--- src/rtl/dec_scan_nx_if.sv ---
`default_nettype none
// +----------------------------------------------------------------------+
// | Module  : dec_scan_nx_if                                             |
// | Purpose : Bundle of control inputs and decode outputs for            |
// |           dec_scan_nx.                                               |
// |   en    : block enable (master -> slave)                             |
// |   mode  : 0 manual, 1 auto-scan (master -> slave)                    |
// |   sel   : manual index / scan start index (master -> slave)          |
// |   presc : scan dwell minus one (master -> slave)                     |
// |   D     : registered one-hot (or one-cold) select (slave -> master)  |
// |   idx   : index currently driven on D (slave -> master)              |
// |   wrap  : one-cycle pulse on scan rollover max -> 0 (slave -> master)|
// | Rev     : 1.0 - initial release                                      |
// +----------------------------------------------------------------------+
interface dec_scan_nx_if #(
  parameter int SEL_W   = 2,
  parameter int PRESC_W = 16
);
  logic                  en;
  logic                  mode;
  logic [SEL_W-1:0]      sel;
  logic [PRESC_W-1:0]    presc;
  logic [(1<<SEL_W)-1:0] D;
  logic [SEL_W-1:0]      idx;
  logic                  wrap;

  modport master (
    output en, mode, sel, presc,
    input  D, idx, wrap
  );

  modport slave (
    input  en, mode, sel, presc,
    output D, idx, wrap
  );
endinterface
`default_nettype wire

--- src/rtl/dec_scan_nx.sv ---
`default_nettype none
// +----------------------------------------------------------------------+
// | Module  : dec_scan_nx                                                |
// | Purpose : Registered N-to-2^N one-hot decoder with enable, output    |
// |           polarity and an auto-scan mode (programmable prescaler,    |
// |           wrap strobe) for digit / row select lines.                 |
// | Ports   : clk   - rising-edge clock                                  |
// |           rst_n - asynchronous active-low reset                      |
// |           bus   - dec_scan_nx_if.slave (en, mode, sel, presc in;     |
// |                   D, idx, wrap out)                                  |
// | Options : `define DEC_SCAN_BLANK_EN inserts a one-cycle BLANK state  |
// |           before every scan index advance (anti-ghosting).           |
// | Rev     : 1.0 - initial release                                      |
// +----------------------------------------------------------------------+
module dec_scan_nx #(
  parameter int SEL_W      = 2,
  parameter int PRESC_W    = 16,
  parameter int ACTIVE_LOW = 0
) (
  input  wire           clk,
  input  wire           rst_n,
  dec_scan_nx_if.slave  bus
);

  localparam int OUT_W = 1 << SEL_W;

  localparam logic [1:0] ST_IDLE   = 2'd0;
  localparam logic [1:0] ST_MANUAL = 2'd1;
  localparam logic [1:0] ST_SCAN   = 2'd2;
`ifdef DEC_SCAN_BLANK_EN
  localparam logic [1:0] ST_BLANK  = 2'd3;
`endif

  // Inactive output pattern: all zeros, or all ones for one-cold outputs.
  localparam logic [OUT_W-1:0] D_OFF = (ACTIVE_LOW != 0) ? {OUT_W{1'b1}} : {OUT_W{1'b0}};
  localparam logic [SEL_W-1:0]   IDX_ONE = 1;
  localparam logic [SEL_W-1:0]   IDX_MAX = {SEL_W{1'b1}};
  localparam logic [PRESC_W-1:0] CNT_ONE = 1;

  logic [1:0]         state_q, state_d;
  logic [SEL_W-1:0]   idx_q,   idx_d;
  logic [PRESC_W-1:0] cnt_q,   cnt_d;
  logic [OUT_W-1:0]   d_q,     d_d;
  logic               wrap_q,  wrap_d;

  logic [SEL_W-1:0]   idx_inc;

  // Polarity is folded in before the flop so D comes straight off a register.
  function automatic logic [OUT_W-1:0] decode(input logic [SEL_W-1:0] i);
    logic [OUT_W-1:0] oh;
    oh    = '0;
    oh[i] = 1'b1;
    return (ACTIVE_LOW != 0) ? ~oh : oh;
  endfunction

  always_comb begin
    idx_inc = idx_q + IDX_ONE;

    state_d = state_q;
    idx_d   = idx_q;
    cnt_d   = cnt_q;
    d_d     = d_q;
    wrap_d  = 1'b0;

    if (!bus.en) begin
      // Disable wins over everything else; idx and count are frozen so a
      // later re-enable in scan mode resumes where it left off.
      state_d = ST_IDLE;
      d_d     = D_OFF;
    end else begin
      case (state_q)
        ST_IDLE: begin
          if (bus.mode) begin
            state_d = ST_SCAN;
            d_d     = decode(idx_q);
          end else begin
            state_d = ST_MANUAL;
            idx_d   = bus.sel;
            d_d     = decode(bus.sel);
          end
        end

        ST_MANUAL: begin
          // Entering scan also reloads the start index from sel.
          idx_d = bus.sel;
          d_d   = decode(bus.sel);
          if (bus.mode) begin
            state_d = ST_SCAN;
            cnt_d   = '0;
          end
        end

        ST_SCAN: begin
          if (!bus.mode) begin
            state_d = ST_MANUAL;
            idx_d   = bus.sel;
            d_d     = decode(bus.sel);
            cnt_d   = '0;
          end else if (cnt_q == bus.presc) begin
            // Equality compare: lowering presc below the running count lets
            // the counter run to its natural rollover before matching.
            cnt_d = '0;
`ifdef DEC_SCAN_BLANK_EN
            state_d = ST_BLANK;
            d_d     = D_OFF;
`else
            idx_d  = idx_inc;
            d_d    = decode(idx_inc);
            wrap_d = (idx_q == IDX_MAX);
`endif
          end else begin
            cnt_d = cnt_q + CNT_ONE;
          end
        end

`ifdef DEC_SCAN_BLANK_EN
        ST_BLANK: begin
          if (!bus.mode) begin
            state_d = ST_MANUAL;
            idx_d   = bus.sel;
            d_d     = decode(bus.sel);
            cnt_d   = '0;
          end else begin
            // wrap lines up with the new index 0, not with the blank cycle.
            state_d = ST_SCAN;
            idx_d   = idx_inc;
            d_d     = decode(idx_inc);
            wrap_d  = (idx_q == IDX_MAX);
            cnt_d   = '0;
          end
        end
`endif

        default: begin
          state_d = ST_IDLE;
          d_d     = D_OFF;
        end
      endcase
    end
  end

  always_ff @(posedge clk or negedge rst_n) begin
    if (!rst_n) begin
      state_q <= ST_IDLE;
      idx_q   <= '0;
      cnt_q   <= '0;
      d_q     <= D_OFF;
      wrap_q  <= 1'b0;
    end else begin
      state_q <= state_d;
      idx_q   <= idx_d;
      cnt_q   <= cnt_d;
      d_q     <= d_d;
      wrap_q  <= wrap_d;
    end
  end

  assign bus.D    = d_q;
  assign bus.idx  = idx_q;
  assign bus.wrap = wrap_q;

endmodule
`default_nettype wire

--- src/flat_wrapper.sv ---
// flat-port wrapper written by rule: the top's interface ports become plain ports
module dec_scan_nx_flat 
#(
  parameter int SEL_W      = 2,
  parameter int PRESC_W    = 16,
  parameter int ACTIVE_LOW = 0
)
  (clk, rst_n, bus_en, bus_mode, bus_sel, bus_presc, bus_D, bus_idx, bus_wrap);
  dec_scan_nx_if #(.SEL_W(SEL_W), .PRESC_W(PRESC_W)) bus_i ();
  input  wire clk;
  input  wire rst_n;
  input wire logic [$bits(bus_i.en)-1:0] bus_en;
  input wire logic [$bits(bus_i.mode)-1:0] bus_mode;
  input wire logic [$bits(bus_i.sel)-1:0] bus_sel;
  input wire logic [$bits(bus_i.presc)-1:0] bus_presc;
  output wire logic [$bits(bus_i.D)-1:0] bus_D;
  output wire logic [$bits(bus_i.idx)-1:0] bus_idx;
  output wire logic [$bits(bus_i.wrap)-1:0] bus_wrap;
  assign bus_i.en = bus_en;
  assign bus_i.mode = bus_mode;
  assign bus_i.sel = bus_sel;
  assign bus_i.presc = bus_presc;
  assign bus_D = bus_i.D;
  assign bus_idx = bus_i.idx;
  assign bus_wrap = bus_i.wrap;
  dec_scan_nx #(.SEL_W(SEL_W), .PRESC_W(PRESC_W), .ACTIVE_LOW(ACTIVE_LOW)) u_core (.clk(clk), .rst_n(rst_n), .bus(bus_i));
endmodule
--- config.mk ---
export PLATFORM = sky130hd
export DESIGN_NAME = dec_scan_nx_flat
export DESIGN_NICKNAME = d
export VERILOG_FILES = /design/src/rtl/dec_scan_nx_if.sv /design/src/rtl/dec_scan_nx.sv /design/src/flat_wrapper.sv
export SDC_FILE = /design/constraint.sdc
export NUM_CORES = 1
export LEC_CHECK = 0
export ABC_AREA = 1
export CAP_MARGIN = 40
export CORE_UTILIZATION = 49
export CTS_CLUSTER_SIZE = 25
export DETAILED_ROUTE_END_ITERATION = 16
export GPL_ROUTABILITY_DRIVEN = 0
export PLACE_DENSITY = 0.86
export SLEW_MARGIN = 20
export SYNTH_ARGS = -nofsm -noshare
export SYNTH_HDL_FRONTEND = slang
export SYNTH_SLANG_ARGS = --single-unit
--- constraint.sdc ---
create_clock -name clk -period 1.4 [get_ports clk]
set_clock_uncertainty 0.15 [all_clocks]
set_input_delay 0.28 -clock clk [delete_from_list [all_inputs] [get_ports clk]]
set_output_delay 0.28 -clock clk [all_outputs]
set_load 0.01 [all_outputs]
==> summary.md <==
- result of the run: complete, but fails checks
- violated checks: setup timing
- highest attainable clock frequency: 551.8 MHz
- Required @ worst endpoint: 1470 ps
- CTS clock-pin slew for the worst setup and hold paths: 100 ps
- biggest fanout along the worst timing path: 5
- count of state elements after synthesis: 25
- Critical Path End Type: register
- combinational family with the most area after synthesis: simple AND/OR/NAND/NOR gates
- warnings from Yosys: 0
- Tcrit/Tclk final: 129.4%
- power spent charging and discharging nets: 610.2 uW
- Sw Share: 32.80%
- antenna violations before repair: 0
- top cell type's share of synthesized area: 32.55%
- syn nets: 324
- DRC errors left: 0
- post-placement setup slack: -657.5 ps
- 1st-pass router iterations: 5
- cell area power density: 585.6 nW/um2
- Clock Power Share: 24.9%
- Sequential Power Share: 43.1%
- cell leakage power: 0.001706 uW
- via-per-instance ratio: 5.823
- P_int: 1250 uW
- row count: 22
- mux contribution to synthesized area: 0%
- area share of and/or/nand/nor cells after synthesis: 39.19%
- count of unique library cells instantiated by Yosys: 26
- Die Outline Area: 4176 um2
- RSZ-0062 raised after global routing: yes
- via count of the routed design: 2626
- cells on worst reg2reg path: 7
- count of input and output buffers: 28
- post-layout net count: 433
- Worst path max stage delay: 390 ps
- area share of xor/xnor cells in the synthesized design: 3.190%
- Netlist Area Pre-Place: 1922 um2
- reg2reg setup slack: -410 ps
- dominant cells by area after synthesis: dfrtp_1, nand2_1, inv_1
- type of the tightest min-delay check: in -> async
- biggest area consumer among synthesized cells: dfrtp_1
- vias in the first global route: 2390
- layout cells sized above 1: 37.47%
- slew at the pin closest to its max-slew limit: 377.8 ps
- Synth Area in Compound Gates: 8.073%
- Root Driver: clkbuf_8
- Largest delay share family, worst path: simple AND/OR/NAND/NOR gates
- area share of fa/ha/maj cells after synthesis: 4.557%
- arrival time of the worst setup path: 1880 ps
- Rel. slew slack: 74.72%
- crit path launch type: register
- hold violation count in the final report: 0
- share of the yosys chip area belonging to registers: 32.55%
- overall global routing resource usage: 31.88%
- worst setup slack after layout: -412.2 ps
- dominant synthesized flop cell: dfrtp_1
- depth of the CTS H-tree: 1
- mean cell area of the mapped netlist: 6.515 um2
- count of pins over their slew limit: 0
- antenna-violating nets left: 0
- I/O pin count: 29
- part of the total power dissipated in combinational logic: 32.0%
- area of combinational cells with multiple inputs: 1318 um2
- detailed-route wire length: 7.985 mm
- chain of cells forming the critical path: buf_4 -> nand2_1 -> nor3_4 -> nand4_1 -> a21oi_1 -> nand2_1 -> nand2_1
- Slowest cell on crit path: dfrtp_1
- overall die width: 64.63 um
- number of buffers between clock root and the deepest sink: 2
- capture point of the worst path: u_core.cnt_q[14]$_DFFE_PN0P_
- Initial Utilization: 51.72%
- FF+latch area: 630.6 um2
- layout-stage area growth over the synthesis result: 65.30%
- peak supply drop: 0.5068 mV
- GRT Residual Overflow: 0
- total of fill cells in the finished design: 203
- Die Span Y: 64.63 um
- worst reg2reg startpoint: u_core.cnt_q[6]$_DFFE_PN0P_
- half-perimeter wire length of the detailed placement result: 4.046 mm
- antenna diode instance count: 0
- synth cell count leaders: nand2_1, inv_1, nor2_1
- Iter 0 DRT Violations: 280
- cell area reported after detailed placement: 2731 um2
- TritonCTS buffer count: 3
- async set-reset flop share out of synthesis: 100.0%
- Worst setup startpoint: u_core.cnt_q[6]$_DFFE_PN0P_
- endpoint of the worst-slack reg-to-reg timing path: u_core.cnt_q[14]$_DFFE_PN0P_
- CTS sink cnt: 25
- number of violations of the max-capacitance limit: 0
- Crit path buffers/inverters: 1
- worst-skew pair later-pin latency: 280 ps
- number of flops mapped to enable cells by yosys: 0
- most repeated cell in the gate-level netlist after synthesis: nand2_1
- maximum number of pins on one net before global-route repair: 26
- wire length of the first global-routing pass: 10.24 mm
- WL per Instance: 17.71 um
- CP most frequent cell: nand2_1
- number of instances in the synthesized netlist: 295
- clock tree from TritonCTS: done
- fin crit period: 1812 ps
- post-route cell area: 3177 um2
- path type of the worst setup path: reg -> reg
- core area: 3716 um2
- critical path depth: 7
- Final setup viols: 23
[what timing repair did]
action	CTS	global route
gates cloned	2	0
setup endpoints to repair	30	25
resized for setup	40	45
setup buffers	14	5
pin swaps	25	24
hold buffers	0	0
[final cells by class]
| class | count | area share [%] |
|---|---|---|
| Timing Repair Buffer | 107 | 28.99 |
| Clock buffer | 3 | 1.300 |
| Inverter | 53 | 6.341 |
| Multi-Input combinational cell | 214 | 41.47 |
| Sequential cell | 25 | 19.85 |
| Clock inverter | 1 | 0.1575 |
| Tap cell | 48 | 1.891 |
[cells by family after synthesis]
kind of cell	count (synthesis)
adders and majority gates	7
AOI/OAI and AO/OA	27
and+or+nand+nor	171
xor gates and xnor gates	7
buffers and inverters	58
DFF	25
[power by group through the flow]
| stage | Combinational, uW | Sequential (uW) | Clock [uW] |
|---|---|---|---|
| after global placement | 469 | 801 | 0 |
| after floorplan | 209 | 811 | 0 |
| after global routing | 639 | 803 | 480 |
| final | 595 | 802 | 463 |
| after CTS | 534 | 791 | 441 |
| after detailed placement | 487 | 804 | 0 |
[sequential cells by signal, indices dropped and copies added, names as in the netlist]
| register | count |
|---|---|
| u_core.cnt_q | 16 |
| u_core.bus.wrap | 1 |
| u_core.bus.idx | 2 |
| u_core.state_q | 2 |
| u_core.bus.D | 4 |
[worst register-to-register path, delay by kind of cell, from the launching register on]
family | cells | cell delay, ps
AND/OR/NAND/NOR | 5 | 830
AO/OA/AOI/OAI | 1 | 240
buffers and inverters | 1 | 140
flip-flops | 1 | 390
[worst min-delay path by stage]
stage / start / to / slack (ps)
final: rst_n / u_core.cnt_q[3]$_DFFE_PN0P_ / 200
after floorplan: rst_n / u_core.bus.D[0]$_DFFE_PN0P_ / -170
after CTS: rst_n / u_core.cnt_q[7]$_DFFE_PN0P_ / 210
after global placement: u_core.bus.D[2]$_DFFE_PN0P_ / u_core.bus.D[2]$_DFFE_PN0P_ / 310
after detailed placement: u_core.bus.D[2]$_DFFE_PN0P_ / u_core.bus.D[2]$_DFFE_PN0P_ / 320
after global routing: rst_n / u_core.cnt_q[7]$_DFFE_PN0P_ / 210
[per-layer routing]
metal	vias to the layer above	global-route usage, %	share of wire [%]
met5	-	0	0
met4	0	15.56	7.0
met3	72	3.345	8.9
met2	203	61.32	49
met1	1219	34.11	35
li1	1132	-	-
[through the flow]
step / setup TNS (ps) / hold WS [ps] / power (uW) / utilization [%] / std cells
global placement: -12830 / 309.1 / 1270 / 73.50 / 426
detailed placement: -14390 / 317.8 / 1291 / 73.50 / 426
global route: -8953 / 209.3 / 1923 / 85.49 / 451
CTS: -4427 / 212.7 / 1766 / 80.24 / 446
finish: -7482 / 202.6 / 1860 / 85.49 / 451
floorplan: -1222 / -165.6 / 1021 / - / 295
[placed cells by master (no fill, tap or decap), types with 2 or more instances in the layout]
| master | count |
|---|---|
| clkdlybuf4s15_1 | 3 |
| nor2_2 | 9 |
| a21oi_1 | 10 |
| buf_6 | 7 |
| nand3_2 | 4 |
| dlygate4sd2_1 | 13 |
| nand4_1 | 8 |
| o21ai_4 | 2 |
| buf_4 | 69 |
| o21ai_0 | 5 |
| nand2_1 | 86 |
| clkdlybuf4s50_1 | 9 |
| nand2_8 | 2 |
| nor3_4 | 2 |
| clkbuf_8 | 3 |
| nand2_4 | 9 |
| xor2_1 | 7 |
| o21ai_1 | 2 |
| inv_1 | 43 |
| nor2_1 | 17 |
| o22ai_1 | 3 |
| inv_2 | 9 |
| nand3_1 | 16 |
| dlymetal6s2s_1 | 2 |
| dfrtp_1 | 21 |
| nor2_4 | 7 |
| nand2_2 | 10 |
| buf_12 | 3 |
| ha_1 | 6 |
| dfrtp_2 | 4 |
| nand3_4 | 2 |
| a21oi_2 | 3 |
Note: power is estimated with default switching activity, not from simulation.
